### src/rtl/inst_loader_pkg.sv
// Shared types and parameter helpers for the instruction loader.
// Holds the loader state encoding and width derivations.
package inst_loader_pkg;

    typedef enum logic [1:0] {
        IDLE,
        LOAD,
        WRITE,
        DONE
    } state_e;

    // Bytes needed to carry one instruction image.
    function automatic int bytes_per_inst(input int len);
        return (len + 7) / 8;
    endfunction

    // Index width for n entries, never narrower than one bit.
    function automatic int iaddr_w(input int n);
        return (n <= 2) ? 1 : $clog2(n);
    endfunction

endpackage

### src/rtl/inst_loader_byte_packer.sv
// Little-endian byte assembly register with its lane counter.
// Collects one instruction image a byte at a time.
module byte_packer
    import inst_loader_pkg::*;
#(
    parameter int INST_LEN       = 17,
    parameter int BYTES_PER_INST = 3
) (
    input  logic                clk,
    input  logic                rst,
    input  logic                clear_i,
    input  logic                push_i,
    input  logic [7:0]          byte_i,
    output logic                last_o,
    output logic [INST_LEN-1:0] data_o
);

    localparam int CNT_W = iaddr_w(BYTES_PER_INST);
    localparam int ASM_W = 8 * BYTES_PER_INST;

    logic [CNT_W-1:0] cnt_q, cnt_d;
    logic [ASM_W-1:0] asm_q, asm_d;

    assign last_o = (cnt_q == CNT_W'(BYTES_PER_INST - 1));
    // Bits above INST_LEN in the last lane are dropped here.
    assign data_o = asm_q[INST_LEN-1:0];

    // Next lane contents and counter for an accepted byte.
    always_comb begin
        cnt_d = cnt_q;
        asm_d = asm_q;
        if (clear_i) begin
            cnt_d = '0;
        end else if (push_i) begin
            for (int i = 0; i < BYTES_PER_INST; i++) begin
                if (cnt_q == CNT_W'(i)) begin
                    asm_d[i*8 +: 8] = byte_i;
                end
            end
            cnt_d = last_o ? '0 : cnt_q + CNT_W'(1);
        end
    end

    // Assembly and counter registers.
    always_ff @(posedge clk) begin
        if (rst) begin
            cnt_q <= '0;
            asm_q <= '0;
        end else begin
            cnt_q <= cnt_d;
            asm_q <= asm_d;
        end
    end

endmodule

### src/rtl/inst_loader.sv
// Boot-time instruction loader: bytes in, memory writes out.
// Holds the CPU in reset until every entry has been written.
module inst_loader
    import inst_loader_pkg::*;
#(
    parameter int INST_LEN       = 17,
    parameter int INST_CAP       = 5,
    parameter int BYTES_PER_INST = bytes_per_inst(INST_LEN),
    parameter int IADDR_W        = iaddr_w(INST_CAP)
) (
    input  logic                clk,
    input  logic                rst,
    input  logic                start,
    input  logic [7:0]          in_data,
    input  logic                in_valid,
    output logic                in_ready,
    output logic                wr_en,
    output logic [IADDR_W-1:0]  wr_addr,
    output logic [INST_LEN-1:0] wr_data,
    output logic                cpu_hold,
    output logic                done
);

    state_e             state_q;
    logic [IADDR_W-1:0] addr_q;
    logic               xfer;
    logic               last;
    logic               restart;

    assign xfer    = in_valid && (state_q == LOAD);
    assign restart = start && ((state_q == IDLE) || (state_q == DONE));

    // Outputs decode straight from the state register.
    assign in_ready = (state_q == LOAD);
    assign wr_en    = (state_q == WRITE);
    assign wr_addr  = addr_q;
    assign cpu_hold = (state_q != DONE);
    assign done     = (state_q == DONE);

    byte_packer #(
        .INST_LEN       (INST_LEN),
        .BYTES_PER_INST (BYTES_PER_INST)
    ) u_packer (
        .clk     (clk),
        .rst     (rst),
        .clear_i (restart),
        .push_i  (xfer),
        .byte_i  (in_data),
        .last_o  (last),
        .data_o  (wr_data)
    );

    // Load sequencing and write-address counter.
    always_ff @(posedge clk) begin
        if (rst) begin
            state_q <= IDLE;
            addr_q  <= '0;
        end else begin
            unique case (state_q)
                IDLE: begin
                    if (start) begin
                        state_q <= LOAD;
                        addr_q  <= '0;
                    end
                end
                LOAD: begin
                    if (xfer && last) begin
                        state_q <= WRITE;
                    end
                end
                WRITE: begin
                    if (addr_q == IADDR_W'(INST_CAP - 1)) begin
                        state_q <= DONE;
                    end else begin
                        addr_q  <= addr_q + IADDR_W'(1);
                        state_q <= LOAD;
                    end
                end
                DONE: begin
                    if (start) begin
                        state_q <= LOAD;
                        addr_q  <= '0;
                    end
                end
                default: state_q <= IDLE;
            endcase
        end
    end

endmodule

### config.mk
export PLATFORM = sky130hd
export DESIGN_NAME = inst_loader
export DESIGN_NICKNAME = d
export VERILOG_FILES = /design/src/rtl/inst_loader_pkg.sv /design/src/rtl/inst_loader_byte_packer.sv /design/src/rtl/inst_loader.sv
export SDC_FILE = /design/constraint.sdc
export NUM_CORES = 1
export LEC_CHECK = 0
export CAP_MARGIN = 20
export CORE_MARGIN = 10
export CORE_UTILIZATION = 48
export CTS_CLUSTER_SIZE = 25
export DETAILED_ROUTE_END_ITERATION = 7
export PLACE_DENSITY = 0.91
export REMOVE_ABC_BUFFERS = 1
export SYNTH_ARGS = -nofsm -noshare
export SYNTH_HDL_FRONTEND = slang
export SYNTH_SLANG_ARGS = --single-unit
### constraint.sdc
create_clock -name clk -period 4.78 [get_ports clk]
set_input_delay 0.717 -clock clk [delete_from_list [all_inputs] [get_ports clk]]
set_output_delay 0.717 -clock clk [all_outputs]
set_load 0.005 [all_outputs]
-- Word-level counts from Yosys, hierarchy flattened
Cells that the tools add are included.
- add/sub/neg operators: 2
- multipliers: 0
- div/mod/pow operators: 0
- order comparisons: 0
- equal/unequal tests: 10
- shift operators: 0
- muxes and demuxes: 8
- bitwise logic cells: 1
- reductions and logical operators: 14
- operators with widths (kind ; count):
    AND reduction 3 bit ; 4
    2-to-1 mux 2 bit ; 4
    == test 2 bit (second input constant) ; 3
    2-to-1 mux 3 bit ; 2
    case mux 2 bit (3 select lines) ; 1
    case mux 3 bit (2 select lines) ; 1
    == test 2 x 1 -> 1 bit (second input constant) ; 2
    logical NOT 2 bit ; 2
    != test 2 x 1 -> 1 bit (second input constant) ; 2
    != test 2 bit (second input constant) ; 2
    OR reduction 2 bit ; 2
    adder 3 x 1 -> 3 bit (second input constant) ; 1
    == test 3 bit (second input constant) ; 1
    logical AND 1 bit ; 3
    adder 2 x 1 -> 2 bit (second input constant) ; 1
    AND reduction 2 bit ; 1
    nonzero test 2 bit ; 1
    logical OR 1 bit ; 1
    inverter 1 bit ; 1
- flip-flop bits (word level): 24
- latch bits: 0
- memory bits (writable): 0
- memory bits (read-only): 0
- input port bits: 12
- output and inout bits: 24
- word-level logic and storage cells: 41
- memories: 0

-- Depth between registers and ports, before layout
Gate-level depths: netlist of the first run.
- depth in word-level cells: 5
- gate-level depth with buffers: 6
- mapped depth without buffers: 5

-- Hierarchy
From an unflattened synthesis of the first run, not the netlist that was laid out.
- cell total of the unflattened synthesis: 117
- area total of the unflattened synthesis: 1199.9 um2
- by module, submodules not included (module ; instances ; cells an instance ; area each (um2) ; sequential area each (um2)):
    byte_packer ; 1 ; 77 ; 852.1 ; 380.4
    inst_loader ; 1 ; 40 ; 347.8 ; 100.1

-- Least setup slack after synthesis of the first run
No wires, ideal clock.
- path kind: register to register
- start: reg state_q[0]
- end: reg u_packer.asm_q[10]
- setup time: 72 ps
- arrival: 1459 ps
- data required time: 4708 ps
- path slack: 3250 ps
- stages on the path, launching flop included: 7
- path buffers: 1
- clock period less this slack: 1530 ps
- cells stage by stage: dfxtp_1 -> inv_1 -> ha_1 -> and2_1 -> nor3b_2 -> buf_6 -> mux2i_1
- cells in the longest elaborated chain, start to end: 5
- elaborated cells on any way between the ends: 8
- classes of those cells: eq/ne (2); bitwise (1); reduce/logical (5)
- RTL lines (element ; RTL line ; source):
    start: declaration ; inst_loader.sv:24 ; state_e state_q;
    start signal: assignment ; inst_loader.sv:56 ; state_q <= IDLE;
    start signal: assignment ; inst_loader.sv:62 ; state_q <= LOAD;
    start signal: assignment ; inst_loader.sv:68 ; state_q <= WRITE;
    == test 2 bit / logical NOT 2 bit (equally long branches) ; inst_loader.sv:31 ; assign restart = start && ((state_q == IDLE) || (state_q == DONE));
    logical OR 1 bit ; inst_loader.sv:31 ;
    logical AND 1 bit ; inst_loader.sv:31 ;
    inverter 1 bit (no line) ; -- ;
    AND reduction 3 bit (no line) (*) ; -- ;
    end signal: assignment ; inst_loader_byte_packer.sv:51 ; asm_q <= asm_d;
    end: declaration ; inst_loader_byte_packer.sv:22 ; logic [ASM_W-1:0] asm_q, asm_d;
Every way passes the cells marked *; elsewhere a longest branch is shown, timed or not.
A chain may end at the register's enable or synchronous reset.

-- Worst setup path after layout of the first run
- start: reg state_q[0]
- end: out in_ready
- cells in the longest elaborated chain, start to end: 1
- RTL lines (element ; RTL line ; source):
    == test 2 x 1 -> 1 bit ; inst_loader.sv:34 ; assign in_ready = (state_q == LOAD);
    end: declaration ; inst_loader.sv:16 ; output logic in_ready,
Every way passes these cells.

==> results of run 1 <==
[registers in the layout, summed over array words and instances (netlist names)]
name            flops
u_packer.asm_q     17
wr_addr             3
state_q             2
u_packer.cnt_q      2
[logic make-up after synthesis]
kind of cell | after synthesis
muxes | 10
DFF | 24
adders and majority gates | 5
buffers and inverters | 10
and+or+nand+nor | 44
AOI/OAI and AO/OA | 32
[worst paths after layout]
path,cells after the start,end
setup / recovery,2,in_ready
hold / removal,2,u_packer.asm_q[8]
setup reg to reg,5,u_packer.asm_q[15]
hold reg to reg,2,u_packer.asm_q[8]
[cell usage after synthesis]
master | instances | area [sq um]
dfxtp_1 | 24 | 480
nand2b_1 | 16 | 100
a21oi_1 | 14 | 70.1
o21ai_0 | 12 | 60.1
mux2i_1 | 10 | 100
nand3_1 | 10 | 50.1
ha_1 | 5 | 62.6
inv_1 | 5 | 18.8
nand2_1 | 4 | 15.0
a211oi_1 | 3 | 22.5
a21o_1 | 2 | 15.0
nand3b_1 | 2 | 15.0
nor2b_1 | 2 | 12.5
and2_1 | 1 | 6.26
and3_1 | 1 | 6.26
and3b_1 | 1 | 8.76
buf_1 | 1 | 3.75
buf_2 | 1 | 5.00
buf_4 | 1 | 7.51
buf_6 | 1 | 11.3
clkbuf_1 | 1 | 3.75
nand3b_2 | 1 | 11.3
nand4b_1 | 1 | 8.76
nor2_1 | 1 | 3.75
nor3_1 | 1 | 5.00
nor3b_2 | 1 | 12.5
o31ai_1 | 1 | 7.51
or2_2 | 1 | 6.26
or3b_1 | 1 | 8.76
[critical path, delay by kind of cell (launching register included)]
family / cells / cell delay, ns
fa+ha+maj: 1 / 0.33
buf+inv: 1 / 0.56
flops: 1 / 0.41
[layout make-up]
| cell class | instances | share of cell area (%) |
|---|---|---|
| Tap cell | 28 | 2.27 |
| Sequential cell | 24 | 31.1 |
| Multi-Input combinational cell | 91 | 39.4 |
| Inverter | 5 | 1.21 |
| Clock buffer | 3 | 1.46 |
| Clock inverter | 1 | 1.94 |
| Timing Repair Buffer | 35 | 22.7 |
[per-layer routing]
metal	track usage, %	vias to the layer above	routed length (microns)
met5	0	-	0
met4	6.65	0	69
met3	6.12	8	277
met2	22.1	42	1430
met1	15.3	507	1270
li1	-	503	-
[per-stage QoR]
| stage | instances | utilization, % | hold slack [ns] |
|---|---|---|---|
| final | 187 | 69.2 | 0.481 |
| after global routing | 187 | 69.2 | 0.514 |
| after CTS | 187 | 69.2 | 0.490 |
| after detailed placement | 183 | 66.8 | 0.468 |
| after global placement | 183 | 66.8 | 0.459 |
| after floorplan | 120 | - | 0.464 |
[where the power goes]
group	total [mW]	internal [mW]	switching, mW
logic	0.164	0.0783	0.0858
clock network	0.146	0.0849	0.0615
registers	0.227	0.215	0.0120
==> run metrics, run 1 <==
relative slew slack 39.0%; post-CTS setup buffer count 0; io pins 36; first drt pass iteration count 4; fin. max-slew vios 0; post-DP HPWL 2290 microns; FILL cells 187; WL per Instance 16.3 microns; Multi-input gate area 608 sq um; Site Rows 17; Post-Synth Adder-Cell Area 5.49%; reg2reg setup slack 2.62 ns; CTS tree done; Leak Pwr 0.539 nW; multiplexer area fraction after synthesis 8.79%; Cell Area, Synth 1140 sq um; unrepaired setup endpoints after global routing no; Final Cycle Share 49.0%; minimum clock period 2.34 ns; Final Power 537 uW; hold_sp u_packer.asm_q[8]; ANT nets after route 0; Compound-Gate Fraction of Synth Area 15.4%; Fmax 0.427 GHz; total gr overflow 0; Vias 1060; largest family of logic cells by synthesized area simple AND/OR/NAND/NOR gates; CTS Root Cell clkbuf_4; CTS Hold Bufs 0; Max stage delay cell, worst path clkdlybuf4s50_1; setup slack after layout 2.44 ns; Placed Area 1490 sq um; Synth Area in Simple Gates 23.7%; final hold viol count 0; CORE AREA 2230 sq um; Die H 68.7 microns; Die Width 68.7 microns; Netlist cell types 29; cells along the critical path ha_1 -> clkdlybuf4s50_1; register area 480 sq um; origin of the critical flop-to-flop path state_q[0]; clk slew on worst S/H paths 0.13 ns; die area 4720 sq um; post-CTS sizing 0; Tightest Hold Check Type flip-flop to flip-flop; DRT Wirelength 3050 microns; Synthesis Warnings 0; syn_area_per_cell 9.11 sq um; Remaining DRCs 0; Worst EP required 4.06 ns; Post-Synth XOR/XNOR Area 0%; Worst Setup End Kind output port; initial core utilization 51.0%; Seq/Total Area, Yosys 42.2%; gr usage total 13.8%; most frequent cells in the layout clkdlybuf4s50_1 (35), dfxtp_1 (24), nand2b_1 (16); final setup violation count 0; first-pass GRT wire length 4990 microns; Clock Sinks 24; CP Max Fanout 8; Arr. time, crit path 1.63 ns; fin area 1550 sq um; Crit Path Category flip-flop to output port; setup TNS 0 ns; # diodes 0; nets 177; measured slew at the worst slew-check pin 0.912 ns; max cap viols 0; area delta synth->final 35.7%; number of global-route vias before repair 1056; critical path startpoint category flip-flop; Port-buffer cells 35; largest net degree at the start of global routing 33; worst setup path startpoint state_q[0]; Clock Latency Late Sink 0.32 ns; status completed; routability congestion estimate from global placement 0.827; initial antenna violation count 0; commonest non-fill, non-tap cell in the layout clkdlybuf4s50_1; detail-routed via count per cell 5.67; Setup Skew 0.00597 ns; DRT iter0 DRCs 45; layout cells sized above 1 4.40%; htree depth 1; Cells after Synth 125; crit-path max cell delay 0.56 ns; pwr/cell area 348 nW/um^2; Peak VDD IR 0.218 mV; Num CTS Buffers 3; Synth Register Bits 24; pre-CTS WS 2.20 ns; CTS Buffer Depth 2
Power figures use the tool's default switching activity.
==> run 2, diff against run 1 <==
- CORE_UTILIZATION: 48 -> 41
- PLACE_DENSITY: 0.91 -> 0.84
- clock period: 4.78 -> 2.05 ns (I/O delays scaled with it)
==> run metrics, run 2 (synthesis gave the netlist of run 1 again) <==
CTS Hold Bufs 0 (unchanged); DRT Wirelength 2790 microns (-8.8%); Vias 1016 (-4.2%); Worst Hold Margin 0.487 ns (+0.00658 ns); unrepaired setup endpoints after global routing no; Peak VDD IR 0.620 mV (+180%); post-DP HPWL 2150 microns (-6.2%); first-pass GRT wire length 4640 microns (-6.9%); # diodes 0 (unchanged); DRT iter0 DRCs 22 (-51%); Site Rows 19 (+2); measured slew at the worst slew-check pin 0.333 ns (-0.578 ns); Tightest Hold Check Type flip-flop to flip-flop; status completed; final setup violation count 0 (unchanged); Die H 72.7 microns (+5.8%); Most flops, register u_packer.asm_q; clk slew on worst S/H paths 0.12 ns (about the same); Setup Skew 0.00123 ns (-0.00474 ns); htree depth 1 (unchanged); setup TNS 0 ns (unchanged); fin. max-slew vios 0 (unchanged); Clock Sinks 24 (unchanged); post-CTS sizing 0 (unchanged); CTS Buffer Depth 2 (unchanged); ANT nets after route 0 (unchanged); Leak Pwr 0.547 nW (+1.5%); Port-buffer cells 35 (unchanged); gr usage total 10.4% (-3.4 points); largest net degree at the start of global routing 33 (unchanged); detail-routed via count per cell 5.26 (-7.1%); Multi-input gate area 608 sq um (unchanged); nets 180 (+1.7%); post-CTS setup buffer count 0 (unchanged); Largest register FFs 17 (unchanged); layout cells sized above 1 6.17% (+1.8 points); Die Width 72.7 microns (+5.8%); Worst EP required 1.74 ns (-2.32 ns); pwr/cell area 746 nW/um^2 (+110%); relative slew slack 77.8% (+39 points); io pins 36 (unchanged); Remaining DRCs 0 (unchanged); Final Cycle Share 93.5%; register area 480 sq um (unchanged); Num CTS Buffers 3 (unchanged); Clock Latency Late Sink 0.30 ns (-0.02 ns); routability congestion estimate from global placement 0.851 (+2.9%); CP Max Fanout 8 (unchanged); FILL cells 259 (+39%); Fmax 0.522 GHz; commonest non-fill, non-tap cell in the layout clkdlybuf4s50_1; Worst Setup End Kind output port; Crit Path Category flip-flop to output port; first drt pass iteration count 4 (unchanged); most frequent cells in the layout clkdlybuf4s50_1 (35), dfxtp_1 (24), nand2b_1 (16); CORE AREA 2710 sq um (+21%); setup slack after layout 0.134 ns (-2.30 ns); initial antenna violation count 0 (unchanged); critical path startpoint category flip-flop; die area 5280 sq um (+12%); number of global-route vias before repair 1053 (-0.28%); area delta synth->final 36.6%; final hold viol count 0 (unchanged); minimum clock period 1.92 ns; max cap viols 0 (unchanged); total gr overflow 0 (unchanged); CTS Root Cell clkbuf_4; initial core utilization 42.0% (-9.0 points); Arr. time, crit path 1.61 ns (-0.02 ns); WL per Instance 14.4 microns (-12%); CTS tree done; pre-CTS WS 0.311 ns (-1.89 ns); fin util 57.4% (-12 points)
-- run 2: cell types whose count changed in the layout (fill, tap and decap cells not counted) --
cell / change
buf_4: +3
bufinv_16: -1
clkbuf_8: +1
-- run 2: final cells by class --
class	count	share of cell area [%]
Multi-Input combinational cell	91	39.1
Sequential cell	24	30.9
Timing Repair Buffer	38	24.0
Tap cell	31	2.49
Clock buffer	4	2.33
Inverter	5	1.21
-- run 2: power breakdown --
group	leakage [nW]	internal, mW	switching (mW)
registers	0.194	0.501	0.0272
logic	0.331	0.193	0.196
clock network	0.0210	0.108	0.135
-- run 2: through the flow --
stage | area [sq um] | std cells | power [mW]
floorplan | 1110 | 120 | 0.753
global placement | 1520 | 189 | 0.912
detailed placement | 1520 | 189 | 0.928
CTS | 1560 | 193 | 1.17
global route | 1560 | 193 | 1.24
finish | 1560 | 193 | 1.16
-- run 2: metal layers --
metal | up-vias | global-route usage [%] | wire length [microns]
met2 | 37 | 17.0 | 1260
met1 | 462 | 11.9 | 1190
met5 | - | 0 | 0
met3 | 2 | 5.03 | 325
li1 | 515 | - | -
met4 | 0 | 2.32 | 6
-- run 2: worst paths after layout --
check / endpoint / startpoint / slack [ns] / cells after the start
hold / removal: u_packer.asm_q[8] / u_packer.asm_q[8] / 0.49 / 2
setup reg to reg: u_packer.asm_q[13] / state_q[0] / 0.32 / 6
hold reg to reg: u_packer.asm_q[8] / u_packer.asm_q[8] / 0.49 / 2
setup / recovery: in_ready / state_q[1] / 0.13 / 3
-- run 2: worst max-delay path, cell delays in order (launching register included) --
cell and delay [ns]:
dfxtp_1 0.35, inv_1 0.07, ha_1 0.32, clkdlybuf4s50_1 0.56
==> run 3, diff against run 2 <==
- ABC_CLOCK_PERIOD_IN_PS: not set -> 2190
- CORE_UTILIZATION: 41 -> 45
- PLACE_DENSITY: 0.84 -> 0.87
- clock period: 2.05 -> 2.19 ns (I/O delays scaled with it)
==> run metrics, run 3 (synthesis gave the netlist of run 1 again) <==
fin. max-slew vios 0 (unchanged); CP Max Fanout 8 (unchanged); Num CTS Buffers 3 (unchanged); critical path startpoint category flip-flop; CORE AREA 2450 sq um (-9.4%); number of global-route vias before repair 1095 (+4.0%); reg2reg setup slack 0.41 ns (+0.09 ns); Crit Path Category flip-flop to output port; htree depth 1 (unchanged); DRT Wirelength 2880 microns (+3.3%); initial antenna violation count 0 (unchanged); Most flops, register u_packer.asm_q; initial core utilization 46.4% (+4.4 points); Vias 1035 (+1.9%); Clock Latency Late Sink 0.31 ns (about the same); minimum clock period 1.96 ns; post-CTS sizing 0 (unchanged); Largest register FFs 17 (unchanged); detail-routed via count per cell 5.39 (+2.4%); Final Cycle Share 89.5%; first drt pass iteration count 4 (unchanged); first-pass GRT wire length 4940 microns (+6.4%); CTS tree done; Worst EP required 1.86 ns (+0.12 ns); Worst Hold Endpoint u_packer.asm_q[12]; post-CTS setup buffer count 0 (unchanged); worst setup path startpoint state_q[1]; Sw Ratio 29.2% (-1.6 points); final hold viol count 0 (unchanged); Hold Path Depth 2 (unchanged); Worst Setup End Kind output port; Site Rows 18 (-1); CTS Buffer Depth 2 (unchanged); DRT iter0 DRCs 36 (+64%); status completed; ANT nets after route 0 (unchanged); most frequent cells in the layout clkdlybuf4s50_1 (35), dfxtp_1 (24), nand2b_1 (16); NetSw 342 uW (-4.5%); io pins 36 (unchanged); Port-buffer cells 35 (unchanged); Die Width 70.3 microns (-3.3%); relative slew slack 48.8% (-29 points); # diodes 0 (unchanged); Multi-input gate area 608 sq um (unchanged); gr usage total 11.6% (+1.3 points); area delta synth->final 37.9%; register area 480 sq um (unchanged); final setup violation count 0 (unchanged); nets 180 (unchanged); Fmax 0.510 GHz; Setup Skew 0.00708 ns (+0.00585 ns); Logic pwr share 30.8% (-2.7 points); CTS Root Cell clkbuf_4; commonest non-fill, non-tap cell in the layout clkdlybuf4s50_1; Tightest Hold Check Type flip-flop to flip-flop; layout cells sized above 1 6.17% (unchanged); CTS Hold Bufs 0 (unchanged); post-DP HPWL 2280 microns (+6.3%); setup TNS 0 ns (unchanged); P_int 827 uW (+3.1%); clk slew on worst S/H paths 0.13 ns (about the same); depth of the most critical reg-to-reg path 5 (-1); die area 4940 sq um (-6.5%); Clock Sinks 24 (unchanged); WL per Instance 15.0 microns (+3.8%); Remaining DRCs 0 (unchanged); measured slew at the worst slew-check pin 0.765 ns (+0.432 ns); FILL cells 218 (-16%); fin util 64.0% (+6.6 points); Leak Pwr 0.554 nW (+1.3%); routability congestion estimate from global placement 0.788 (-7.4%); unrepaired setup endpoints after global routing no; pwr/cell area 744 nW/um^2 (-0.19%); Peak VDD IR 0.467 mV (-25%); origin of the critical flop-to-flop path state_q[0]; hold_sp u_packer.asm_q[12]; worst r2r dst u_packer.asm_q[6]; largest net degree at the start of global routing 28 (-15%); clock network power share 26.8% (+5.8 points); Die H 70.3 microns (-3.3%); Arr. time, crit path 1.63 ns (+0.02 ns); total gr overflow 0 (unchanged); Reg power frac 42.4% (-3.1 points); max cap viols 0 (unchanged)
-- run 3: metal layers --
layer  GRT usage, %  share of wire [%]  wire length (microns)
met1           12.1                 41                   1170
met2           20.4                 48                   1390
met3           4.94                9.4                    269
met4           3.73                1.5                     43
met5              0                  0                      0
-- run 3: power by group through the flow --
stage / clock network [mW] / registers [mW] / logic (mW)
after floorplan: 0 / 0.501 / 0.204
after global placement: 0 / 0.502 / 0.341
after detailed placement: 0 / 0.505 / 0.359
after CTS: 0.319 / 0.496 / 0.361
after global routing: 0.330 / 0.501 / 0.400
final: 0.313 / 0.495 / 0.360
-- run 3: area by class of cell --
type,instances,area share (%)
clock buffers,3,1.43
clock inverters,1,1.91
inverters,5,1.20
multi-input cells,91,38.7
flip-flops and latches,24,30.6
well taps,30,2.39
repair buffers,38,23.7
-- run 3: how the worst max path moves through the flow --
stage	endpoint	slack (ns)	cells after the start
floorplan	u_packer.asm_q[10]	0.38	5
global placement	u_packer.asm_q[8]	0.50	5
detailed placement	u_packer.asm_q[10]	0.42	5
CTS	in_ready	0.22	3
global route	in_ready	0.13	2
finish	in_ready	0.23	3
-- run 3: through the flow --
step,area [sq um],power [mW],std cells,worst slack (ns),hold WS [ns]
4_1_cts,1570,1.18,192,0.216,0.487
5_1_grt,1570,1.23,192,0.130,0.499
2_1_floorplan,1110,0.705,120,0.377,0.398
3_5_place_dp,1520,0.864,188,0.417,0.467
3_3_place_gp,1520,0.843,188,0.502,0.461
6_report,1570,1.17,192,0.230,0.485
-- run 3: worst max-delay path, stage by stage (launching register included) --
cell             delay [ns]
dfxtp_1                0.36
inv_1                  0.09
ha_1                   0.31
clkdlybuf4s50_1        0.56
